<file path="src/rtl/fpu_sched_pkg.sv">
// Shared types and defaults for the FPU writeback slot scheduler:
// op class encoding, reservation entry layout and default pipe latencies.
package fpu_sched_pkg;

  localparam int TAG_MAX_W     = 16;
  localparam int DEF_TAG_W     = 6;
  localparam int DEF_FMA_LAT   = 4;
  localparam int DEF_FPMU_LAT  = 2;
  localparam int DEF_IFPU_LAT  = 2;
  localparam int DEF_FPIU_LAT  = 1;

  typedef enum logic [2:0] {
    CLS_NONE = 3'd0,
    CLS_FMA  = 3'd1,
    CLS_FPMU = 3'd2,
    CLS_IFPU = 3'd3,
    CLS_FPIU = 3'd4
  } fpu_class_e;

  // valid is kept as the MSB so a generic shifter can find it without the type
  typedef struct packed {
    logic                 valid;
    logic [TAG_MAX_W-1:0] tag;
    logic [1:0]           type_tag;
    logic                 wflags;
  } res_entry_t;

  function automatic fpu_class_e sel_class(
    input logic fma,
    input logic fastpipe,
    input logic fromint,
    input logic toint
  );
    fpu_class_e cls;
    if (fma) begin
      cls = CLS_FMA;
    end else if (fastpipe) begin
      cls = CLS_FPMU;
    end else if (fromint) begin
      cls = CLS_IFPU;
    end else if (toint) begin
      cls = CLS_FPIU;
    end else begin
      cls = CLS_NONE;
    end
    return cls;
  endfunction

endpackage

</file>
<file path="src/rtl/wb_res_shifter.sv">
// Writeback reservation shift register: entry i retires i+1 cycles from now.
// The MSB of every entry is its valid flag.
module wb_res_shifter #(
  parameter int DEPTH = 4,
  parameter int W     = 8,
  parameter int IDX_W = (DEPTH > 1) ? $clog2(DEPTH) : 1
) (
  input  logic             clock,
  input  logic             reset,
  input  logic             kill,
  input  logic             in_en,
  input  logic [IDX_W-1:0] in_idx,
  input  logic [W-1:0]     in_entry,
  input  logic [IDX_W-1:0] query_idx,
  output logic             query_busy,
  output logic [W-1:0]     head,
  output logic             any_valid
);

  logic [W-1:0] res_r     [DEPTH];
  logic [W-1:0] shifted_s [DEPTH];
  logic [W-1:0] res_nxt_s [DEPTH];

  // Post-shift view: every entry moves one step closer to writeback
  always_comb begin
    for (int i = 0; i < DEPTH - 1; i++) begin
      shifted_s[i] = res_r[i + 1];
    end
    shifted_s[DEPTH - 1] = {W{1'b0}};
  end

  // Drop the accepted op into its slot on top of the shifted view
  always_comb begin
    for (int i = 0; i < DEPTH; i++) begin
      res_nxt_s[i] = (in_en && (in_idx == IDX_W'(i))) ? in_entry : shifted_s[i];
    end
  end

  // Occupancy summary across all entries
  always_comb begin
    any_valid = 1'b0;
    for (int i = 0; i < DEPTH; i++) begin
      any_valid = any_valid | res_r[i][W-1];
    end
  end

  assign query_busy = shifted_s[query_idx][W-1];
  assign head       = res_r[0];

  // Reservation storage; kill and reset wipe every in-flight op
  always_ff @(posedge clock) begin
    if (reset || kill) begin
      for (int i = 0; i < DEPTH; i++) begin
        res_r[i] <= {W{1'b0}};
      end
    end else begin
      for (int i = 0; i < DEPTH; i++) begin
        res_r[i] <= res_nxt_s[i];
      end
    end
  end

endmodule

</file>
<file path="src/rtl/fpu_wb_slot_scheduler.sv">
// Issues decoded FPU ops into fixed-latency classes, reserving the FP or INT
// writeback slot up front so the two writeback ports never see a collision.
module fpu_wb_slot_scheduler
  import fpu_sched_pkg::*;
#(
  parameter int TAG_W    = DEF_TAG_W,
  parameter int FMA_LAT  = DEF_FMA_LAT,
  parameter int FPMU_LAT = DEF_FPMU_LAT,
  parameter int IFPU_LAT = DEF_IFPU_LAT,
  parameter int FPIU_LAT = DEF_FPIU_LAT
) (
  input  logic             clock,
  input  logic             reset,
  input  logic             io_kill,
  input  logic             io_in_valid,
  output logic             io_in_ready,
  input  logic [TAG_W-1:0] io_in_tag,
  input  logic [1:0]       io_in_typeTagOut,
  input  logic             io_in_wflags,
  input  logic             io_in_fma,
  input  logic             io_in_fastpipe,
  input  logic             io_in_fromint,
  input  logic             io_in_toint,
  output logic             io_fp_wb_valid,
  output logic [TAG_W-1:0] io_fp_wb_tag,
  output logic [1:0]       io_fp_wb_typeTag,
  output logic             io_fp_wb_wflags,
  output logic             io_int_wb_valid,
  output logic [TAG_W-1:0] io_int_wb_tag,
  output logic             io_int_wb_wflags,
  output logic             io_illegal,
  output logic             io_busy
);

  localparam int LAT_IDX_W = (FMA_LAT > 1) ? $clog2(FMA_LAT) : 1;
  localparam int ENTRY_W   = $bits(res_entry_t);

  fpu_class_e           cls_s;
  logic [LAT_IDX_W-1:0] lat_idx_s;
  logic                 fp_sel_s;
  logic                 int_sel_s;
  logic                 fp_slot_busy_s;
  logic                 int_slot_busy_s;
  logic                 slot_busy_s;
  logic                 accept_s;
  res_entry_t           in_entry_s;
  res_entry_t           fp_head_s;
  res_entry_t           int_head_s;
  logic                 fp_any_s;
  logic                 int_any_s;
  logic                 illegal_r;
  logic                 unused_head_bits_s;

  // Decode the class, its target port and the post-shift slot it needs
  always_comb begin
    cls_s     = sel_class(io_in_fma, io_in_fastpipe, io_in_fromint, io_in_toint);
    fp_sel_s  = 1'b0;
    int_sel_s = 1'b0;
    lat_idx_s = {LAT_IDX_W{1'b0}};
    case (cls_s)
      CLS_FMA: begin
        lat_idx_s = LAT_IDX_W'(FMA_LAT - 1);
        fp_sel_s  = 1'b1;
      end
      CLS_FPMU: begin
        lat_idx_s = LAT_IDX_W'(FPMU_LAT - 1);
        fp_sel_s  = 1'b1;
      end
      CLS_IFPU: begin
        lat_idx_s = LAT_IDX_W'(IFPU_LAT - 1);
        fp_sel_s  = 1'b1;
      end
      CLS_FPIU: begin
        lat_idx_s = LAT_IDX_W'(FPIU_LAT - 1);
        int_sel_s = 1'b1;
      end
      default: begin
        lat_idx_s = {LAT_IDX_W{1'b0}};
        fp_sel_s  = 1'b0;
        int_sel_s = 1'b0;
      end
    endcase
  end

  // Entry written for an accepted op; tag zero-extended to the shared layout
  always_comb begin
    in_entry_s              = '0;
    in_entry_s.valid        = 1'b1;
    in_entry_s.tag[TAG_W-1:0] = io_in_tag;
    in_entry_s.type_tag     = io_in_typeTagOut;
    in_entry_s.wflags       = io_in_wflags;
  end

  // NONE-class ops never wait: they reserve nothing
  assign slot_busy_s = (fp_sel_s & fp_slot_busy_s) | (int_sel_s & int_slot_busy_s);
  assign io_in_ready = ~reset & ~io_kill & ~slot_busy_s;
  assign accept_s    = io_in_valid & io_in_ready;

  wb_res_shifter #(
    .DEPTH (FMA_LAT),
    .W     (ENTRY_W),
    .IDX_W (LAT_IDX_W)
  ) u_fp_res (
    .clock      (clock),
    .reset      (reset),
    .kill       (io_kill),
    .in_en      (accept_s & fp_sel_s),
    .in_idx     (lat_idx_s),
    .in_entry   (in_entry_s),
    .query_idx  (lat_idx_s),
    .query_busy (fp_slot_busy_s),
    .head       (fp_head_s),
    .any_valid  (fp_any_s)
  );

  wb_res_shifter #(
    .DEPTH (FMA_LAT),
    .W     (ENTRY_W),
    .IDX_W (LAT_IDX_W)
  ) u_int_res (
    .clock      (clock),
    .reset      (reset),
    .kill       (io_kill),
    .in_en      (accept_s & int_sel_s),
    .in_idx     (lat_idx_s),
    .in_entry   (in_entry_s),
    .query_idx  (lat_idx_s),
    .query_busy (int_slot_busy_s),
    .head       (int_head_s),
    .any_valid  (int_any_s)
  );

  // One-cycle pulse for an accepted op that carried no class bit
  always_ff @(posedge clock) begin
    if (reset || io_kill) begin
      illegal_r <= 1'b0;
    end else begin
      illegal_r <= accept_s & (cls_s == CLS_NONE);
    end
  end

  assign io_fp_wb_valid   = fp_head_s.valid;
  assign io_fp_wb_tag     = fp_head_s.tag[TAG_W-1:0];
  assign io_fp_wb_typeTag = fp_head_s.type_tag;
  assign io_fp_wb_wflags  = fp_head_s.wflags;
  assign io_int_wb_valid  = int_head_s.valid;
  assign io_int_wb_tag    = int_head_s.tag[TAG_W-1:0];
  assign io_int_wb_wflags = int_head_s.wflags;
  assign io_illegal       = illegal_r;
  assign io_busy          = fp_any_s | int_any_s;

  // Upper tag bits and the INT precision field have no consumer
  assign unused_head_bits_s = ^{fp_head_s.tag, int_head_s.tag, int_head_s.type_tag};

endmodule

</file>
<file path="config.mk">
export PLATFORM = sky130hd
export DESIGN_NAME = fpu_wb_slot_scheduler
export DESIGN_NICKNAME = d
export VERILOG_FILES = /design/src/rtl/fpu_sched_pkg.sv /design/src/rtl/wb_res_shifter.sv /design/src/rtl/fpu_wb_slot_scheduler.sv
export SDC_FILE = /design/constraint.sdc
export NUM_CORES = 1
export LEC_CHECK = 0
export BUFFER_PORTS_ARGS = -buffer_cell sky130_fd_sc_hd__buf_2
export CORE_MARGIN = 4
export CORE_UTILIZATION = 56
export CTS_BUF_LIST = sky130_fd_sc_hd__clkbuf_8
export DETAILED_ROUTE_END_ITERATION = 12
export PLACE_DENSITY_LB_ADDON = 0.25
export RECOVER_POWER = 25
export SYNTH_ARGS = -nofsm -noshare
export SYNTH_HDL_FRONTEND = slang
export SYNTH_SLANG_ARGS = --single-unit
</file>
<file path="constraint.sdc">
create_clock -name clock -period 1.55 [get_ports clock]
set_clock_uncertainty 0.2 [all_clocks]
set_input_delay 0.0775 -clock clock [delete_from_list [all_inputs] [get_ports clock]]
set_output_delay 0.0775 -clock clock [all_outputs]
set_load 0.01 [all_outputs]
</file>
==> impl_metrics.toml, run 1 <==
[floorplan]
io-pin-count = 38
core_area_sq_mm = 0.00372
core.rowCount = 22
fp.dieArea_sq_mm = 0.00494
die_y_um = 70.3
die_x_um = 70.3
initial_core_util_pct = 58.4

[route]
drc_errors = 0
ant_nets = 0
firstDrtPassIters = 4
vias_per_cell = 4.50
drt_wl_total_um = 3500
routedWlPerCell_um = 11.6
drt_iter0_markers = 53
via_count = 1353

[grt]
grt_usage_pct = 16.0
grt_max_degree = 66
grt_pass1_vias = 1324
grt_pass1_wl_um = 5890
overflow = 0
antenna_found_initial = 0

[yosys]
syn_area_sq_mm = 0.00217
ys.flop_type = "dfxtp_1"
avgSynthCellArea_sq_um = 11.5
synth-edff-count = 0
ys_warn_count = 0
yosysMostFrequentCell = "dfxtp_1"
synth_top_area_cell = "dfxtp_1"
synthArstFlopShare_pct = 0
yosys-top-cells-area = "dfxtp_1 67%, and2_1 13%, mux2i_1 7.4%"
ys_seq_area_share_pct = 67.3
yosysUniqueCellTypes = 19
yosys-top-cells-count = "73 x dfxtp_1, 45 x and2_1, 27 x nand2_1"
synth_top_area_share_pct = 67.3
yosys_register_bits = 73
synthCells = 188

[timing]
finalSetupViolCount = 0
hold_viol_final = 0
finalMaxSlewViolations = 0
fin_tns_setup_ns = 0
fmax_ghz = 0.660
fin_crit_sh_pct = 97.7
period_minus_slack_ns = 1.51
hold-worst-slack_ns = 0.0473

[cts]
htree_levels = 3
clockBufferDepth = 2
cts_buffers = 9
clock_latency_ns = 0.33
cts.sinks = 73
clock-root-buffer = "clkbuf_8"
clk_pin_slew_ns = 0.06
cts_tree = "done"
post_cts_buffers = 0

[critical_path]
critPathKind = "primary input to flop"
worstPathRequired_ns = 1.57
critPathLaunchType = "primary input"
arrival_ns = 1.54
endpoint_kind = "flop"
cp_max_fo = 4

[run_status]
status = "finished clean"

[power_and_ir_drop]
p_total_w = 0.00340
leakage_nw = 1.26
irDropWorstVdd_uv = 872
power_density_mw_per_mm2 = 1230

[min_path]
hp-class = "primary input to flop"

[placed_design]
port_buffers = 37
dp_hpwl_um = 2190
place.gp.congestion = 0.710

[flow_run]
maxCapViolations = 0

[final_layout]
ff_latch_area_sq_mm = 0.00146
fillerInstances = 285
finalCoreUtilization_pct = 74.2
drive_gt1_share_pct = 22.9
diodes = 0
layout-area-overhead-vs-synth_pct = 27.0
fin_nets = 266
multi_input_area_sq_um = 698
## repair_timing
item | in CTS | in global routing
hold buffers | 14 | 0
hold endpoints to repair | 28 | 0
resized for setup | 0 | 3
endpoints found under the setup margin | 0 | 12
## worst max-delay path, cell delays in order
cell	delay (ns)
dlygate4sd3_1	0.61
nand2b_4	0.11
dlygate4sd3_1	0.55
nor2_1	0.04
o21a_1	0.16
## state kept, by name, summed over array words and instances, names as in the netlist
register and count:
u_fp_res.res_r 40, io_illegal 1, u_int_res.res_r 32
## cell families after synthesis
family,count (synthesis),synth area share (%)
AND/OR/NAND/NOR,82,20.9
flip-flops,73,67.3
multiplexers,16,7.38
buffers and inverters,11,2.59
AO/OA/AOI/OAI,5,1.67
other,1,0.173
## cell type report
class	count	area share (%)
flip-flops and latches	73	53.1
multi-input cells	111	25.3
repair buffers	53	12.9
clock buffers	9	4.49
well taps	48	2.18
clock inverters	6	1.91
inverters	1	0.136
## power by group
part | switching, W | internal (W) | leakage, nW
sequential | 0.00000936 | 0.00191 | 0.594
clock | 0.000616 | 0.000714 | 0.101
combinational | 0.0000722 | 0.0000773 | 0.565
total | 0.000698 | 0.00270 | 1.26
## placed cells by master, fill, tap and decap left out, types with 2 or more instances in the layout
cell / count
conb_1: 8
buf_4: 2
clkinv_2: 3
buf_2: 36
dlygate4sd3_1: 14
nand2_1: 27
mux2i_1: 16
o21a_1: 4
clkbuf_8: 9
nor2_1: 2
inv_1: 3
and2_1: 41
and2_0: 4
dfxtp_1: 72
## metal layers
layer  wire length [um]  vias to the layer above  track usage [%]  share of wire (%)
met5                  0                        -                0                  0
met4                107                        0             11.5                3.1
met3                150                       13             4.75                4.3
met2               1820                       27             26.1                 52
met1               1420                      607             17.5                 41
li1                   -                      706                -                  -
## metrics by stage
step	setup WS (ns)	area, sq um	cells
floorplan	0.294	2200	195
global placement	0.115	2430	273
detailed placement	0.0778	2430	273
CTS	0.0299	2750	302
global route	-0.0304	2760	301
finish	0.0356	2760	301
## path summary, 6_finish.rpt
path / startpoint / to / slack [ns] / cells after the start
min reg2reg: u_fp_res.res_r[3][3] / u_fp_res.res_r[2][3] / 0.22 / 1
max reg2reg: u_int_res.res_r[1][19] / u_int_res.res_r[0][7] / 0.25 / 3
max: io_in_valid / u_fp_res.res_r[1][19] / 0.04 / 5
min: reset / u_int_res.res_r[0][19] / 0.05 / 4
(Power assumes the default switching activity.)
==> run 2: changes to the inputs <==
--- a/config.mk
+++ b/config.mk
@@ -11,7 +11,7 @@
 export CTS_BUF_LIST = sky130_fd_sc_hd__clkbuf_8
 export DETAILED_ROUTE_END_ITERATION = 12
 export PLACE_DENSITY_LB_ADDON = 0.25
-export RECOVER_POWER = 25
+export RECOVER_POWER = 100
 export SYNTH_ARGS = -nofsm -noshare
 export SYNTH_HDL_FRONTEND = slang
 export SYNTH_SLANG_ARGS = --single-unit
==> impl_metrics.toml, run 2 (synthesis gave the netlist of run 1 again) <==
[run_status]
status = "finished clean"

[cts]
cts_buffers = 9
cts.sinks = 73
clock-root-buffer = "clkbuf_8"
clk_pin_slew_ns = 0.06
htree_levels = 3
cts_tree = "done"
clock_latency_ns = 0.33
clockBufferDepth = 2

[min_path]
hp-class = "primary input to flop"

[route]
route.met2.wl_um = 1800
vias_per_cell = 4.46
via_count = 1341
ant_nets = 0
firstDrtPassIters = 4
wl_met3_um = 153
drt_iter0_markers = 53
routedWlPerCell_um = 11.7
highest_layer = "met4"
m1WireLength_um = 1460
drc_errors = 0
drt_wl_total_um = 3520

[grt]
overflow = 0
grt_pass1_wl_um = 5890
antenna_found_initial = 0
grt_pass1_vias = 1324
grt_max_degree = 66
grt_usage_pct = 16.0

[timing]
finalSetupViolCount = 0
fmax_ghz = 0.667
finalMaxSlewViolations = 0
fin_crit_sh_pct = 96.8
hold_viol_final = 0
period_minus_slack_ns = 1.50
fin_tns_setup_ns = 0

[final_layout]
fillerInstances = 300
stdcell_count = 301
largest_register = "u_fp_res.res_r"
largest_register_ff_count = 40
drive_gt1_share_pct = 15.0
final_common_cell = "dfxtp_1"
fin_nets = 266
layout-area-overhead-vs-synth_pct = 25.4
diodes = 0
layout_common_cells = "72 x dfxtp_1, 27 x nand2_1, 26 x and2_1"

[critical_path]
critPathLaunchType = "primary input"
r2r_slack_ns = 0.17
endpoint_kind = "flop"
critPathKind = "primary input to flop"
arrival_ns = 1.52
cp_max_fo = 4
worstPathRequired_ns = 1.57

[floorplan]
die_y_um = 70.3
initial_core_util_pct = 58.4
die_x_um = 70.3
core.rowCount = 22
fp.dieArea_sq_mm = 0.00494
core_area_sq_mm = 0.00372
io-pin-count = 38

[placed_design]
port_buffers = 37
place.gp.congestion = 0.710
dp_hpwl_um = 2190
dp_cells = 273

[power_and_ir_drop]
leakage_nw = 1.16
power_density_mw_per_mm2 = 1250
irDropWorstVdd_uv = 859

[flow_run]
maxCapViolations = 0
run 2: cell types whose count changed in the layout (fill, tap and decap cells not counted):
cell      previous run  this run
nand2b_4             1         0
nand2b_2             0         1
nor4b_1              0         1
buf_2               36        16
clkbuf_1             0        19
clkbuf_2             0         1
and2_1              41        26
nor4b_2              1         0
and2_0               4        19
run 2: through the flow:
step / instance area (sq um) / hold WS (ns) / util, % / power, W / worst slack, ns
6_report: 2720 / 0.0458 / 73.2 / 0.00340 / 0.0503
5_1_grt: 2720 / 0.0531 / 73.2 / 0.00355 / -0.0230
4_1_cts: 2750 / 0.0278 / 74.0 / 0.00344 / 0.0299
3_5_place_dp: 2430 / 0.0787 / 65.5 / 0.00209 / 0.0778
3_3_place_gp: 2430 / 0.0788 / 65.5 / 0.00208 / 0.115
2_1_floorplan: 2200 / -0.0455 / - / 0.00204 / 0.294
run 2: layer usage:
layer	GRT usage (%)	vias to the layer above
met5	0	-
met4	11.5	0
met3	4.75	13
met2	26.1	23
met1	17.5	598
li1	-	707
run 2: cell type report:
| type | instances | area, sq um | area share, % |
|---|---|---|---|
| inverter | 1 | 3.75 | 0.138 |
| tap | 48 | 60.1 | 2.21 |
| timing repair buffer | 53 | 332 | 12.2 |
| clock inverter | 6 | 52.6 | 1.93 |
| clock buffer | 9 | 124 | 4.55 |
| multi-input combinational | 111 | 687 | 25.2 |
| sequential | 73 | 1460 | 53.7 |
run 2: final timing paths:
path,startpoint,endpoint,cells after the start
setup / recovery,io_in_valid,u_fp_res.res_r[1][19],5
hold / removal,reset,u_int_res.res_r[0][19],4
setup reg to reg,u_int_res.res_r[1][19],u_int_res.res_r[0][7],3
hold reg to reg,u_fp_res.res_r[3][3],u_fp_res.res_r[2][3],1
run 2: repair_timing:
item	CTS	global route
hold buffers	14	0
endpoints found under the setup margin	0	12
buffers inserted	0	0
gates resized for setup	0	3
endpoints found under the hold margin	28	0
run 2: critical path, cell delays in order:
cell and delay (ns):
dlygate4sd3_1 0.58, nand2b_2 0.11, dlygate4sd3_1 0.55, nor2_1 0.04, o21a_1 0.16
run 2: report_power, final:
part,total (W),switching (W),internal [W]
Combinational,0.000146,0.0000715,0.0000744
Clock,0.00133,0.000618,0.000714
Sequential,0.00192,0.00000956,0.00191
Total,0.00340,0.000699,0.00270
==> run 3: changes to the inputs <==
--- a/config.mk
+++ b/config.mk
@@ -6,10 +6,12 @@
 export NUM_CORES = 1
 export LEC_CHECK = 0
 export BUFFER_PORTS_ARGS = -buffer_cell sky130_fd_sc_hd__buf_2
+export CAP_MARGIN = 0
 export CORE_MARGIN = 4
 export CORE_UTILIZATION = 56
 export CTS_BUF_LIST = sky130_fd_sc_hd__clkbuf_8
 export DETAILED_ROUTE_END_ITERATION = 12
+export GPL_TIMING_DRIVEN = 0
 export PLACE_DENSITY_LB_ADDON = 0.25
 export RECOVER_POWER = 100
 export SYNTH_ARGS = -nofsm -noshare
==> impl_metrics.toml, run 3 (synthesis gave the netlist of run 1 again) <==
[run_status]
status = "finished, violations left"
violations = "negative setup slack"

[grt]
grt_pass1_wl_um = 6240
antenna_found_initial = 0
grt_usage_pct = 17.1
overflow = 0
grt_pass1_vias = 1352
grt_max_degree = 13

[cts]
cts.sinks = 73
cts_tree = "done"
cts_buffers = 9
clock_latency_ns = 0.34
post_cts_buffers = 0
clk_pin_slew_ns = 0.07
clock-root-buffer = "clkbuf_8"
htree_levels = 3
clockBufferDepth = 2

[flow_run]
maxCapViolations = 0

[timing]
hold_viol_final = 0
fin_tns_setup_ns = -0.00623
finalMaxSlewViolations = 0
finalSetupViolCount = 1
fin_crit_sh_pct = 100
fmax_ghz = 0.643
hold-worst-slack_ns = 0.0393
rsz0062_at_grt = "no"
period_minus_slack_ns = 1.56
setup_ws_ns = -0.00623

[final_layout]
layout-area-overhead-vs-synth_pct = 26.5
layout_common_cells = "72 x dfxtp_1, 27 x nand2_1, 27 x and2_1"
fillerInstances = 263
final_common_cell = "dfxtp_1"
drive_gt1_share_pct = 15.3
stdcell_count = 310
fin_nets = 274
fin_area_sq_mm = 0.00275
largest_register = "u_fp_res.res_r"
diodes = 0
largest_register_ff_count = 40

[power_and_ir_drop]
leakage_nw = 1.17
switchingPower_w = 0.000744
clkPwrFrac_pct = 40.1
power_density_mw_per_mm2 = 1260
p_total_w = 0.00346
p_int_w = 0.00271
p_comb_share_pct = 4.3
irDropWorstVdd_uv = 915
pwr-share-seq_pct = 55.6
switching_share_pct = 21.5

[floorplan]
core_area_sq_mm = 0.00372
initial_core_util_pct = 58.4
fp.dieArea_sq_mm = 0.00494
die_x_um = 70.3
io-pin-count = 38
die_y_um = 70.3
core.rowCount = 22

[critical_path]
arrival_ns = 1.60
endpoint_kind = "flop"
r2r_cells = 3
r2r_end = "u_fp_res.res_r[1][1]"
crit_family = "buffers and inverters"
reg2reg_from = "u_fp_res.res_r[2][19]"
cpMostUsedCell = "dlygate4sd3_1"
slowest_stage = "dlygate4sd3_1"
critPathLaunchType = "primary input"
r2r_slack_ns = 0.12
worstPathCellList = "dlygate4sd3_1 > buf_2 > nand2b_4 > dlygate4sd3_1 > nor2_1 > o21a_1"
critPathBufInv = 3
critPathKind = "primary input to flop"
worstPathRequired_ns = 1.59
cp_max_fo = 4
cpPeakStageDelay_ns = 0.56

[min_path]
holdPathStages = 4
hp-class = "primary input to flop"
min_to = "u_int_res.res_r[0][19]"
min_from = "reset"

[placed_design]
port_buffers = 37
place.gp.congestion = 0.828
dpl_cell_area_sq_mm = 0.00244
dp_hpwl_um = 2460
dp_cells = 280

[route]
firstDrtPassIters = 4
via_count = 1400
drt_wl_total_um = 3790
routedWlPerCell_um = 12.2
vias_per_cell = 4.52
ant_nets = 0
drc_errors = 0
drt_iter0_markers = 50
-- run 3: how the worst max path moves through the flow --
stage	endpoint	slack, ns	start	cells past startpoint
floorplan	u_fp_res.res_r[1][0]	0.29	u_fp_res.res_r[2][19]	3
global placement	u_int_res.res_r[0][5]	0.17	io_in_fromint	5
detailed placement	u_fp_res.res_r[0][8]	0.14	io_kill	5
CTS	io_in_ready	0.06	u_fp_res.res_r[2][19]	4
global route	io_busy	0.0002	u_int_res.res_r[1][19]	3
finish	u_fp_res.res_r[1][19]	-0.006	io_in_valid	6
-- run 3: power groups by stage --
stage | sequential (W) | combinational, W | clock, W
floorplan | 0.00196 | 0.0000728 | 0
global placement | 0.00196 | 0.000125 | 0
detailed placement | 0.00196 | 0.000127 | 0
global route | 0.00192 | 0.000167 | 0.00150
CTS | 0.00192 | 0.000152 | 0.00142
finish | 0.00192 | 0.000150 | 0.00139
-- run 3: cell type report --
cell class	count	area, sq um	area share (%)
Sequential cell	73	1460	53.3
Clock inverter	7	63.8	2.32
Buffer	10	46.3	1.69
Multi-Input combinational cell	111	686	25.0
Inverter	1	3.75	0.137
Timing Repair Buffer	51	300	10.9
Tap cell	48	60.1	2.19
Clock buffer	9	124	4.51
-- run 3: metrics by stage --
step           worst slack [ns]  utilization, %
6_report               -0.00623            73.9
3_3_place_gp              0.166            65.7
5_1_grt                0.000237            73.9
4_1_cts                  0.0650            74.3
2_1_floorplan             0.294               -
3_5_place_dp              0.142            65.7
-- run 3: what timing repair did --
action,CTS,global route
endpoints found under the setup margin,0,3
endpoints found under the hold margin,27,1
gates resized for setup,0,4
hold buffers,13,1
-- run 3: per-layer routing --
metal	GRT usage (%)	wire, um	up-vias
met5	0	0	-
met4	8.94	88	0
met3	8.06	186	11
met2	27.9	1880	24
met1	18.2	1630	639
li1	-	-	726
-- run 3: worst register-to-register path: cells and delay by family (launching register included) --
| kind | cells | cell delay (ns) |
|---|---|---|
| buffers and inverters | 1 | 0.23 |
| flip-flops | 1 | 0.34 |
| AND/OR/NAND/NOR | 1 | 0.37 |
| multiplexers | 1 | 0.21 |
